===== src/rtl/sparce_pkg.sv =====
// Shared types and helpers for the SparCE sparsity register file.
package sparce_pkg;

  typedef enum logic [1:0] {
    SPRF_IDLE  = 2'd0,
    SPRF_CLEAR = 2'd1,
    SPRF_DONE  = 2'd2
  } sprf_clr_state_t;

  localparam int SPRF_NUM_REGS = 32;

  function automatic int sprf_aw(input int num_regs);
    return $clog2(num_regs);
  endfunction

  localparam int SPRF_AW = sprf_aw(SPRF_NUM_REGS);

endpackage


===== src/rtl/sparce_sprf_wb_arb.sv =====
// Writeback resolution for one register index: the highest-numbered effective
// port targeting idx_i wins; writes to index 0 never count.
module sparce_sprf_wb_arb
  import sparce_pkg::*;
#(
  parameter int NUM_WB = 1,
  parameter int AW     = 5
) (
  input  logic [NUM_WB-1:0]         wb_en_i,
  input  logic [NUM_WB-1:0][AW-1:0] wb_rd_i,
  input  logic [NUM_WB-1:0]         wb_sparse_i,
  input  logic [AW-1:0]             idx_i,
  output logic                      hit_o,
  output logic                      val_o
);

  always_comb begin
    hit_o = 1'b0;
    val_o = 1'b0;
    for (int k = 0; k < NUM_WB; k++) begin
      if (wb_en_i[k] && (wb_rd_i[k] != '0) && (wb_rd_i[k] == idx_i)) begin
        hit_o = 1'b1;
        val_o = wb_sparse_i[k];
      end
    end
  end

endmodule


===== src/rtl/sparce_sprf_mp.sv =====
// Multi-ported sparsity register file with bypassed lookups and a background
// clear sequencer that never stalls writeback.
module sparce_sprf_mp
  import sparce_pkg::*;
#(
  parameter int  NUM_REGS      = 32,
  parameter int  NUM_RD        = 2,
  parameter int  NUM_WB        = 1,
  parameter int  CLR_PER_CYCLE = 4,
  localparam int AW            = sprf_aw(NUM_REGS)
) (
  input  logic                      CLK,
  input  logic                      nRST,
  input  logic [NUM_WB-1:0]         wb_en,
  input  logic [NUM_WB-1:0][AW-1:0] wb_rd,
  input  logic [NUM_WB-1:0]         wb_sparse,
  input  logic [NUM_RD-1:0][AW-1:0] rd_addr,
  output logic [NUM_RD-1:0]         rd_sparse,
  input  logic                      clr_req,
  output logic                      clr_busy,
  output logic                      clr_done
);

  localparam logic [AW:0] STEP = (AW+1)'(CLR_PER_CYCLE);
  localparam logic [AW:0] NREG = (AW+1)'(NUM_REGS);
  localparam logic [AW:0] PTR0 = (AW+1)'(1);

  sprf_clr_state_t     state_q;
  logic [AW:0]         ptr_q;
  logic                busy_q, done_q;
  logic [NUM_REGS-1:0] sp_q, sp_d;
  logic [NUM_REGS-1:0] touched_q, touched_d;
  logic                clearing;

  // A restart request pre-empts the clear step of its own cycle.
  assign clearing  = (state_q == SPRF_CLEAR) && !clr_req;
  assign sp_d[0]      = 1'b0;
  assign touched_d[0] = 1'b0;

  for (genvar i = 1; i < NUM_REGS; i++) begin : g_entry
    localparam logic [AW:0] IDX = (AW+1)'(i);
    logic w_hit, w_val, in_grp;

    sparce_sprf_wb_arb #(.NUM_WB(NUM_WB), .AW(AW)) u_wb_arb (
      .wb_en_i    (wb_en),
      .wb_rd_i    (wb_rd),
      .wb_sparse_i(wb_sparse),
      .idx_i      (AW'(i)),
      .hit_o      (w_hit),
      .val_o      (w_val)
    );

    assign in_grp       = clearing && (ptr_q <= IDX) && (IDX < ptr_q + STEP) && !touched_q[i];
    assign sp_d[i]      = w_hit ? w_val : (in_grp ? 1'b0 : sp_q[i]);
    assign touched_d[i] = clr_req ? 1'b0 : ((clearing && w_hit) ? 1'b1 : touched_q[i]);
  end

  for (genvar p = 0; p < NUM_RD; p++) begin : g_read
    logic r_hit, r_val, pend;

    sparce_sprf_wb_arb #(.NUM_WB(NUM_WB), .AW(AW)) u_rd_arb (
      .wb_en_i    (wb_en),
      .wb_rd_i    (wb_rd),
      .wb_sparse_i(wb_sparse),
      .idx_i      (rd_addr[p]),
      .hit_o      (r_hit),
      .val_o      (r_val)
    );

    // Entries the sequencer has not reached yet already report non-sparse.
    assign pend = (state_q == SPRF_CLEAR) && ({1'b0, rd_addr[p]} >= ptr_q) &&
                  !touched_q[rd_addr[p]];
    assign rd_sparse[p] = (rd_addr[p] == '0) ? 1'b1 :
                          r_hit              ? r_val :
                          pend               ? 1'b0 : sp_q[rd_addr[p]];
  end

  always_ff @(posedge CLK or negedge nRST) begin
    if (!nRST) begin
      state_q   <= SPRF_IDLE;
      ptr_q     <= PTR0;
      busy_q    <= 1'b0;
      done_q    <= 1'b0;
      sp_q      <= '0;
      touched_q <= '0;
    end else begin
      sp_q      <= sp_d;
      touched_q <= touched_d;
      case (state_q)
        SPRF_CLEAR: begin
          if (clr_req) begin
            ptr_q <= PTR0;
          end else if (ptr_q + STEP >= NREG) begin
            state_q <= SPRF_DONE;
            busy_q  <= 1'b0;
            done_q  <= 1'b1;
          end else begin
            ptr_q <= ptr_q + STEP;
          end
        end
        default: begin
          done_q <= 1'b0;
          if (clr_req) begin
            state_q <= SPRF_CLEAR;
            ptr_q   <= PTR0;
            busy_q  <= 1'b1;
          end else begin
            state_q <= SPRF_IDLE;
            busy_q  <= 1'b0;
          end
        end
      endcase
    end
  end

  assign clr_busy = busy_q;
  assign clr_done = done_q;

endmodule


===== config.mk =====
export PLATFORM = sky130hd
export DESIGN_NAME = sparce_sprf_mp
export DESIGN_NICKNAME = d
export VERILOG_FILES = /design/src/rtl/sparce_pkg.sv /design/src/rtl/sparce_sprf_wb_arb.sv /design/src/rtl/sparce_sprf_mp.sv
export SDC_FILE = /design/constraint.sdc
export NUM_CORES = 1
export LEC_CHECK = 0
export CAP_MARGIN = 20
export CORE_AREA = 2 2 109 111
export DETAILED_ROUTE_END_ITERATION = 10
export DIE_AREA = 0 0 111 113
export SYNTH_ARGS = -nofsm -noshare
export SYNTH_HDL_FRONTEND = slang
export SYNTH_SLANG_ARGS = --single-unit

===== constraint.sdc =====
create_clock -name CLK -period 3.1 [get_ports CLK]
set_clock_uncertainty 0.2 [all_clocks]
set_input_delay 0.62 -clock CLK [delete_from_list [all_inputs] [get_ports CLK]]
set_output_delay 0.62 -clock CLK [all_outputs]
set_load 0.02 [all_outputs]

==> impl_metrics.tcl, run 1 <==
set metrics [dict create \
    status "finished, violations left" \
    violations "setup timing" \
    cts_hold_buf 0 \
    cap_violations 0 \
    diodes 0 \
    fill_cells 1011 \
    die_w_um 111 \
    tightestPinTransition_ns 0.960 \
    layout_common_cells "buf_4 (95), dfrtp_1 (67), nor2_1 (61), nand2_1 (47), a21oi_1 (45)" \
    drc 0 \
    avgSynthCellArea_um2 9.18 \
    root_buffer "clkbuf_16" \
    p_sw_mw 0.829 \
    yosysWarnings 0 \
    slew-limit-headroom_pct 36.0 \
    path_class "primary input to output port" \
    grt_pass1_vias 4993 \
    fin_cells 795 \
    pin_count 24 \
    rows 39 \
    initial_utilization_pct 44.4 \
    synth_edf_count 0 \
    netlist.area_leader.share_pct 34.0 \
    overflow 0 \
    p_comb_share_pct 26.4 \
    p_total_mw 2.66 \
    track_usage_pct 30.5 \
    clockPowerShare_pct 35.1 \
    synth_nets 581 \
    endpoint_kind "output port" \
    reg2reg_depth 8 \
    port_buffers 23 \
    layout.cells.most_common "buf_4" \
    worstPathRequired_ns 2.28 \
    max_freq_mhz 320 \
    drt_iter0_drc 559 \
    vias 5005 \
    firstDrtPassIters 5 \
    ir_drop_mv 0.252 \
    seqPwrFrac_pct 38.6 \
    dp_hpwl_um 13400 \
    critPathArrivalTime_ns 2.30 \
    die_area_um2 12500 \
    htree_levels 3 \
    netlist_top_cells_area "dfrtp_1 (34%), mux4_2 (6.8%), a21oi_1 (4.7%)" \
    synthFlopType "dfrtp_1" \
    cp-start-kind "primary input" \
    synth_area_um2 5000 \
    grt_pass1_wl_um 29200 \
    final.setup.tns_ns -0.0236 \
    path_clk_slew_ns 0.06 \
    synthCells 545 \
    drive_gt1_share_pct 28.7 \
    vias_per_cell 6.30 \
    p_int_mw 1.83 \
    cts_tree "yes" \
    finalSetupViolCount 1 \
    synth_seq_cells 69 \
    placedCellCount 763 \
    yosysSeqAreaShare_pct 34.5 \
    path_max_fanout 3 \
    min_period_over_period_pct 101 \
    gp_congestion 0.955 \
    numClockSinks 69 \
    async_flop_share_pct 100 \
    hp-class "primary input to asynchronous set/reset pin" \
    rsz0062_at_grt "true" \
    routedWlPerCell_um 23.1 \
    clk_path_buf_depth 2 \
    leakage_nw 2.81 \
    core_area_um2 11300 \
    drv_slew 0 \
    cts-buffers-inserted 9 \
    period_minus_slack_ns 3.12 \
    grt_antenna_before_repair 0 \
    p_sw_share_pct 31.1 \
    finalWirelength_um 18300 \
    area_growth_pct 28.8 \
    ys_types 72 \
    die_h_um 113 \
    finish.utilization_pct 57.2 \
    ant_nets 0 \
    setup_ws_ns -0.0236 \
    clk_latency_ns 0.34 \
    synth_top_area_cell "dfrtp_1" \
    power_density_nw_per_um2 413 \
    finalHoldViolations 0 \
    fin_nets 684 \
    grt_max_degree 39 \
]
[per-stage QoR]
stage	cell area, um2	hold slack [ns]	setup WS [ns]
2_1_floorplan	5010	0.124	0.0324
3_3_place_gp	5950	0.318	-0.960
3_5_place_dp	5950	0.332	-0.988
4_1_cts	6420	0.257	-0.0568
5_1_grt	6440	0.298	-0.0850
6_report	6440	0.241	-0.0236
[state kept, by name (all words and copies together), names as in the netlist]
name       flops
ptr_q          5
state_q        2
touched_q     31
sp_q          31
[synthesized netlist by cell type, drive strengths merged (2+ instances only)]
cell / instances
a21boi: 2
mux2i: 22
nor2: 61
dfrtp: 68
or2: 3
nand4: 6
a311oi: 5
a211o: 2
nand3b: 3
o221ai: 6
a31oi: 4
buf: 23
o32ai: 9
xnor2: 8
nand2: 47
o22ai: 2
a2111oi: 4
nand3: 17
nand2b: 9
and2: 2
mux2: 9
clkbuf: 16
nor3: 11
a21o: 2
nor4: 6
or3: 4
mux4: 18
o31ai: 6
ha: 16
inv: 12
o311ai: 2
or4: 2
o21ai: 40
o41ai: 6
xor2: 5
a21oi: 47
nor2b: 10
nor3b: 3
a211oi: 8
o211ai: 3
[per-layer routing]
layer  GRT usage (%)  share of wire, %
met1            42.0                43
met2            48.4                45
met3            6.05               8.9
met4            10.4               3.3
met5               0                 0
[cells by family (layout without fill, tap and decap cells)]
| kind of cell | count (synthesis) | count (layout) | share of synthesized area, % |
|---|---|---|---|
| buffers and inverters | 52 | 159 | 5.15 |
| DFF | 69 | 69 | 34.5 |
| AOI/OAI and AO/OA | 156 | 156 | 20.6 |
| adders and majority gates | 16 | 16 | 4.00 |
| and+or+nand+nor | 190 | 190 | 18.5 |
| xor gates and xnor gates | 13 | 13 | 2.43 |
| muxes | 49 | 49 | 14.8 |
[worst max-delay path, cell delays in order]
cell	delay (ns)
dlygate4sd2_1	0.25
buf_6	0.12
xor2_1	0.15
or4_4	0.58
o2111ai_4	0.14
nor3_4	0.05
a311oi_2	0.20
buf_4	0.18
[final timing paths]
kind	startpoint	to	slack (ns)
worst max-delay path	wb_rd[1]	rd_sparse[0]	-0.02
worst min-delay path	nRST	state_q[1]$_DFFE_PN0P_	0.24
worst max register to register	ptr_q[3]$_DFFE_PN0P_	sp_q[12]$_DFFE_PN0P_	0.28
worst min register to register	sp_q[10]$_DFFE_PN0P_	sp_q[10]$_DFFE_PN0P_	0.35
max in group asynchronous	nRST	sp_q[22]$_DFFE_PN0P_	1.77
min in group CLK	sp_q[10]$_DFFE_PN0P_	sp_q[10]$_DFFE_PN0P_	0.35
[power groups by stage]
stage	Sequential [mW]	Combinational, mW	Clock (mW)
final	1.03	0.702	0.935
after global routing	1.03	0.757	0.998
after CTS	1.02	0.677	0.959
after detailed placement	1.04	0.646	0
after global placement	1.04	0.637	0
after floorplan	1.02	0.385	0
[what timing repair did]
item,CTS,global route
cloned,2,0
pin swaps,15,7
buffers inserted,17,0
gates resized for setup,65,25
hold endpoints to repair,0,0
setup endpoints to repair,2,2
[cell type report]
class	instances	area (um2)	area share, %
Clock inverter	2	10.0	0.155
Tap cell	143	179	2.78
Timing Repair Buffer	131	1120	17.3
Inverter	13	48.8	0.757
Multi-Input combinational cell	424	3110	48.2
Clock buffer	13	250	3.88
Sequential cell	69	1730	26.8
No activity file was read; power rests on OpenSTA's default activity.
==> inputs of run 2 (changes only) <==
Settings changed: SKIP_LAST_GASP from default to 1.
==> impl_metrics.tcl, run 2 (synthesis gave the netlist of run 1 again) <==
set metrics [dict create \
    status "finished, violations left" \
    violations "setup timing" \
    cts_tree "yes" \
    use_met1_pct 42.0 \
    place_area_um2 5950 \
    finalSetupViolCount 2 \
    top_regs "sp_q: 31 flops, touched_q: 31 flops, ptr_q: 5 flops" \
    grt_max_degree 39 \
    diodes 0 \
    vias 5021 \
    ant_nets 0 \
    htree_levels 3 \
    fin_nets 684 \
    top_usage_layer "met2" \
    track_usage_pct 30.5 \
    use_met2_pct 48.4 \
    crit_end "rd_sparse[0]" \
    cts_hold_buf 0 \
    path_clk_slew_ns 0.06 \
    rsz0062_at_grt "true" \
    numClockSinks 69 \
    final.setup.tns_ns -0.0460 \
    ir_drop_mv 0.252 \
    power_density_nw_per_um2 414 \
    drive_gt1_share_pct 28.7 \
    grt_pass1_vias 4993 \
    cp-startpoint "wb_rd[1]" \
    grt.met3_usage_pct 6.05 \
    dp_hpwl_um 13400 \
    path_max_fanout 3 \
    r2r_end "sp_q[12]$_DFFE_PN0P_" \
    clk_latency_ns 0.34 \
    slew-limit-headroom_pct 35.8 \
    grt_pass1_wl_um 29200 \
    gp_congestion 0.955 \
    r2r_slack_ns 0.27 \
    hp-class "primary input to asynchronous set/reset pin" \
    leakage_nw 2.81 \
    die_area_um2 12500 \
    clk_path_buf_depth 2 \
    grt_antenna_before_repair 0 \
    r2r-start "ptr_q[3]$_DFFE_PN0P_" \
    overflow 0 \
    finalHoldViolations 0 \
    layout_common_cells "buf_4 (95), dfrtp_1 (67), nor2_1 (61), nand2_1 (47), a21oi_1 (45)" \
    layout.cells.most_common "buf_4" \
    routedWlPerCell_um 23.1 \
    vias_per_cell 6.32 \
    hold_ws_ns 0.239 \
    initial_utilization_pct 44.4 \
    worstPathRequired_ns 2.28 \
    root_buffer "clkbuf_16" \
    firstDrtPassIters 5 \
    cp-start-kind "primary input" \
    max_freq_mhz 319 \
    drc 0 \
    path_class "primary input to output port" \
    critPathArrivalTime_ns 2.32 \
    pin_count 24 \
    min_period_over_period_pct 101 \
    cap_violations 0 \
    tightestPinTransition_ns 0.963 \
    endpoint_kind "output port" \
    setup_ws_ns -0.0382 \
    drt_iter0_drc 583 \
    reg2reg_depth 8 \
    die_w_um 111 \
    period_minus_slack_ns 3.14 \
    finalWirelength_um 18400 \
    core_area_um2 11300 \
    port_buffers 23 \
    area_growth_pct 28.8 \
    die_h_um 113 \
    final_area_um2 6440 \
    cts-buffers-inserted 9 \
    rows 39 \
    drv_slew 0 \
]
## run 2: metrics by stage
stage | power, mW | std cells | utilization [%] | worst slack (ns)
finish | 2.67 | 795 | 57.2 | -0.0382
global route | 2.79 | 795 | 57.2 | -0.0850
CTS | 2.66 | 797 | 57.0 | -0.0568
detailed placement | 1.68 | 763 | 52.8 | -0.988
global placement | 1.67 | 763 | 52.8 | -0.960
floorplan | 1.40 | 545 | - | 0.0324
## run 2: final cells by class
class,count,area [um2]
Multi-Input combinational cell,424,3110
Fill cell,1011,4830
Sequential cell,69,1730
Tap cell,143,179
Timing Repair Buffer,131,1120
Clock inverter,2,10.0
Inverter,13,48.8
Clock buffer,13,250
## run 2: metal layers
metal | up-vias | wire, um
met5 | - | 0
met4 | 0 | 569
met3 | 44 | 1640
met2 | 255 | 8340
met1 | 2473 | 7800
li1 | 2249 | -
## run 2: timing repair
item	4_1_cts	5_1_grt
buffers inserted	17	0
resized for setup	65	25
endpoints found under the setup margin	2	2
cloned	2	0
pin swaps	15	6
## run 2: critical path, stage by stage
cell	delay [ns]
dlygate4sd2_1	0.25
buf_6	0.12
xor2_1	0.15
or4_4	0.58
o2111ai_4	0.14
nor3_4	0.05
a311oi_2	0.21
buf_4	0.19
## run 2: report_power, final
part,internal [mW],total [mW],switching (mW)
logic,0.312,0.702,0.390
clock network,0.557,0.937,0.381
registers,0.965,1.03,0.0619
## run 2: worst min path at each step
stage / from / to / slack, ns / cells past startpoint
finish: nRST / state_q[1]$_DFFE_PN0P_ / 0.24 / 1
global placement: sp_q[10]$_DFFE_PN0P_ / sp_q[10]$_DFFE_PN0P_ / 0.32 / 2
global route: nRST / ptr_q[3]$_DFFE_PN0P_ / 0.30 / 1
floorplan: nRST / ptr_q[2]$_DFFE_PN0P_ / 0.12 / 0
CTS: nRST / state_q[1]$_DFFE_PN0P_ / 0.26 / 1
detailed placement: sp_q[10]$_DFFE_PN0P_ / sp_q[10]$_DFFE_PN0P_ / 0.33 / 2
==> inputs of run 3 (changes only) <==
Settings changed: RECOVER_POWER from default to 50.
==> impl_metrics.tcl, run 3 (synthesis gave the netlist of run 1 again) <==
set metrics [dict create \
    drc 0 \
    final.setup.tns_ns -0.0423 \
    drive_gt1_share_pct 28.4 \
    crit_chain "dlygate4sd2_1 -> buf_6 -> xor2_1 -> or4_4 -> o2111ai_4 -> nor3_4 -> a311oi_2 -> buf_4" \
    drt_iter0_drc 579 \
    track_usage_pct 30.5 \
    fin_nets 684 \
    firstDrtPassIters 6 \
    hold_ws_ns 0.346 \
    routedWlPerCell_um 23.2 \
    gp_congestion 0.955 \
    slew-limit-headroom_pct -49.9 \
    setup_ws_ns -0.0382 \
    max_stage_delay_ns 0.58 \
    grt_antenna_before_repair 0 \
    initial_utilization_pct 44.4 \
    cts-buffers-inserted 9 \
    period_minus_slack_ns 3.14 \
    dp_hpwl_um 13400 \
    die_h_um 113 \
    die_w_um 111 \
    status "finished, violations left" \
    area_growth_pct 28.4 \
    layout_common_cells "buf_4 (94), dfrtp_1 (67), nor2_1 (61), nand2_1 (47), a21oi_1 (45)" \
    grt_pass1_wl_um 29200 \
    multi_input_area_um2 3110 \
    root_buffer "clkbuf_16" \
    path_delay_family "simple AND/OR/NAND/NOR gates" \
    vias 5044 \
    worstPathRequired_ns 2.28 \
    rows 39 \
    numClockSinks 69 \
    power_density_nw_per_um2 415 \
    min_period_over_period_pct 101 \
    overflow 0 \
    hp-class "flip-flop to flip-flop" \
    tightestPinTransition_ns 2.25 \
    port_buffers 23 \
    finalHoldViolations 0 \
    top_regs "sp_q: 31 flops, touched_q: 31 flops, ptr_q: 5 flops" \
    die_area_um2 12500 \
    cts_hold_buf 0 \
    cap_violations 2 \
    core_area_um2 11300 \
    grt_pass1_vias 4993 \
    layout.cells.most_common "buf_4" \
    crit_buf_inv 3 \
    path_max_fanout 3 \
    max_freq_mhz 319 \
    drv_slew 76 \
    grt_max_degree 39 \
    diodes 0 \
    clk_path_buf_depth 2 \
    r2r_slack_ns 0.26 \
    path_class "primary input to output port" \
    cp-start-kind "primary input" \
    htree_levels 3 \
    leakage_nw 2.80 \
    pin_count 24 \
    endpoint_kind "output port" \
    vias_per_cell 6.34 \
    finalWirelength_um 18400 \
    critPathArrivalTime_ns 2.32 \
    clk_latency_ns 0.34 \
    ir_drop_mv 0.252 \
    ant_nets 0 \
    path_clk_slew_ns 0.05 \
    seqCellArea_um2 1730 \
    rsz0062_at_grt "true" \
    violations "capacitance limit, slew limit, setup timing" \
    critPathSlowestCell "or4_4" \
    finalSetupViolCount 2 \
    fill_cells 1016 \
    cts_tree "yes" \
]
==> run 3: per-stage QoR <==
stage	utilization, %	instance area (um2)	power (mW)	instances	setup slack (ns)
global placement	52.8	5950	1.67	763	-0.960
detailed placement	52.8	5950	1.68	763	-0.988
finish	57.0	6420	2.67	795	-0.0382
CTS	57.0	6420	2.66	797	-0.0568
global route	57.0	6420	2.78	795	-0.0850
floorplan	-	5010	1.40	545	0.0324
==> run 3: what timing repair did <==
item,CTS,global route
pin swaps,15,6
cloned,2,0
hold endpoints to repair,0,0
buffers inserted,17,0
setup endpoints to repair,2,2
gates resized for setup,65,25
==> run 3: final timing paths <==
check | cells past startpoint | start | end
max reg2reg | 8 | ptr_q[3]$_DFFE_PN0P_ | sp_q[12]$_DFFE_PN0P_
max in group asynchronous | 2 | nRST | sp_q[22]$_DFFE_PN0P_
min | 2 | sp_q[10]$_DFFE_PN0P_ | sp_q[10]$_DFFE_PN0P_
max | 8 | wb_rd[1] | rd_sparse[0]
min reg2reg | 2 | sp_q[10]$_DFFE_PN0P_ | sp_q[10]$_DFFE_PN0P_
min in group asynchronous | 1 | nRST | state_q[1]$_DFFE_PN0P_
==> run 3: tightest hold or removal path: stages, from the launching register on <==
cell	delay, ns
dfrtp_1	0.37
nand3_1	0.07
o21ai_0	0.07
==> run 3: area by class of cell <==
type                    count  share of cell area, %
multi-input cells         424                   48.4
flip-flops and latches     69                   26.9
repair buffers            131                   17.1
clock buffers              13                   3.89
well taps                 143                   2.78
inverters                  13                  0.759
clock inverters             2                  0.156
==> run 3: power breakdown <==
group,total [mW],internal [mW],switching [mW]
logic,0.700,0.310,0.390
clock network,0.940,0.557,0.383
registers,1.03,0.965,0.0618
total,2.67,1.83,0.835
==> run 3: metal layers <==
metal	vias up	global-route usage (%)	wire, um
met4	0	10.4	564
met1	2469	42.0	7770
met3	41	6.05	1710
met5	-	0	0
met2	286	48.4	8370
li1	2248	-	-
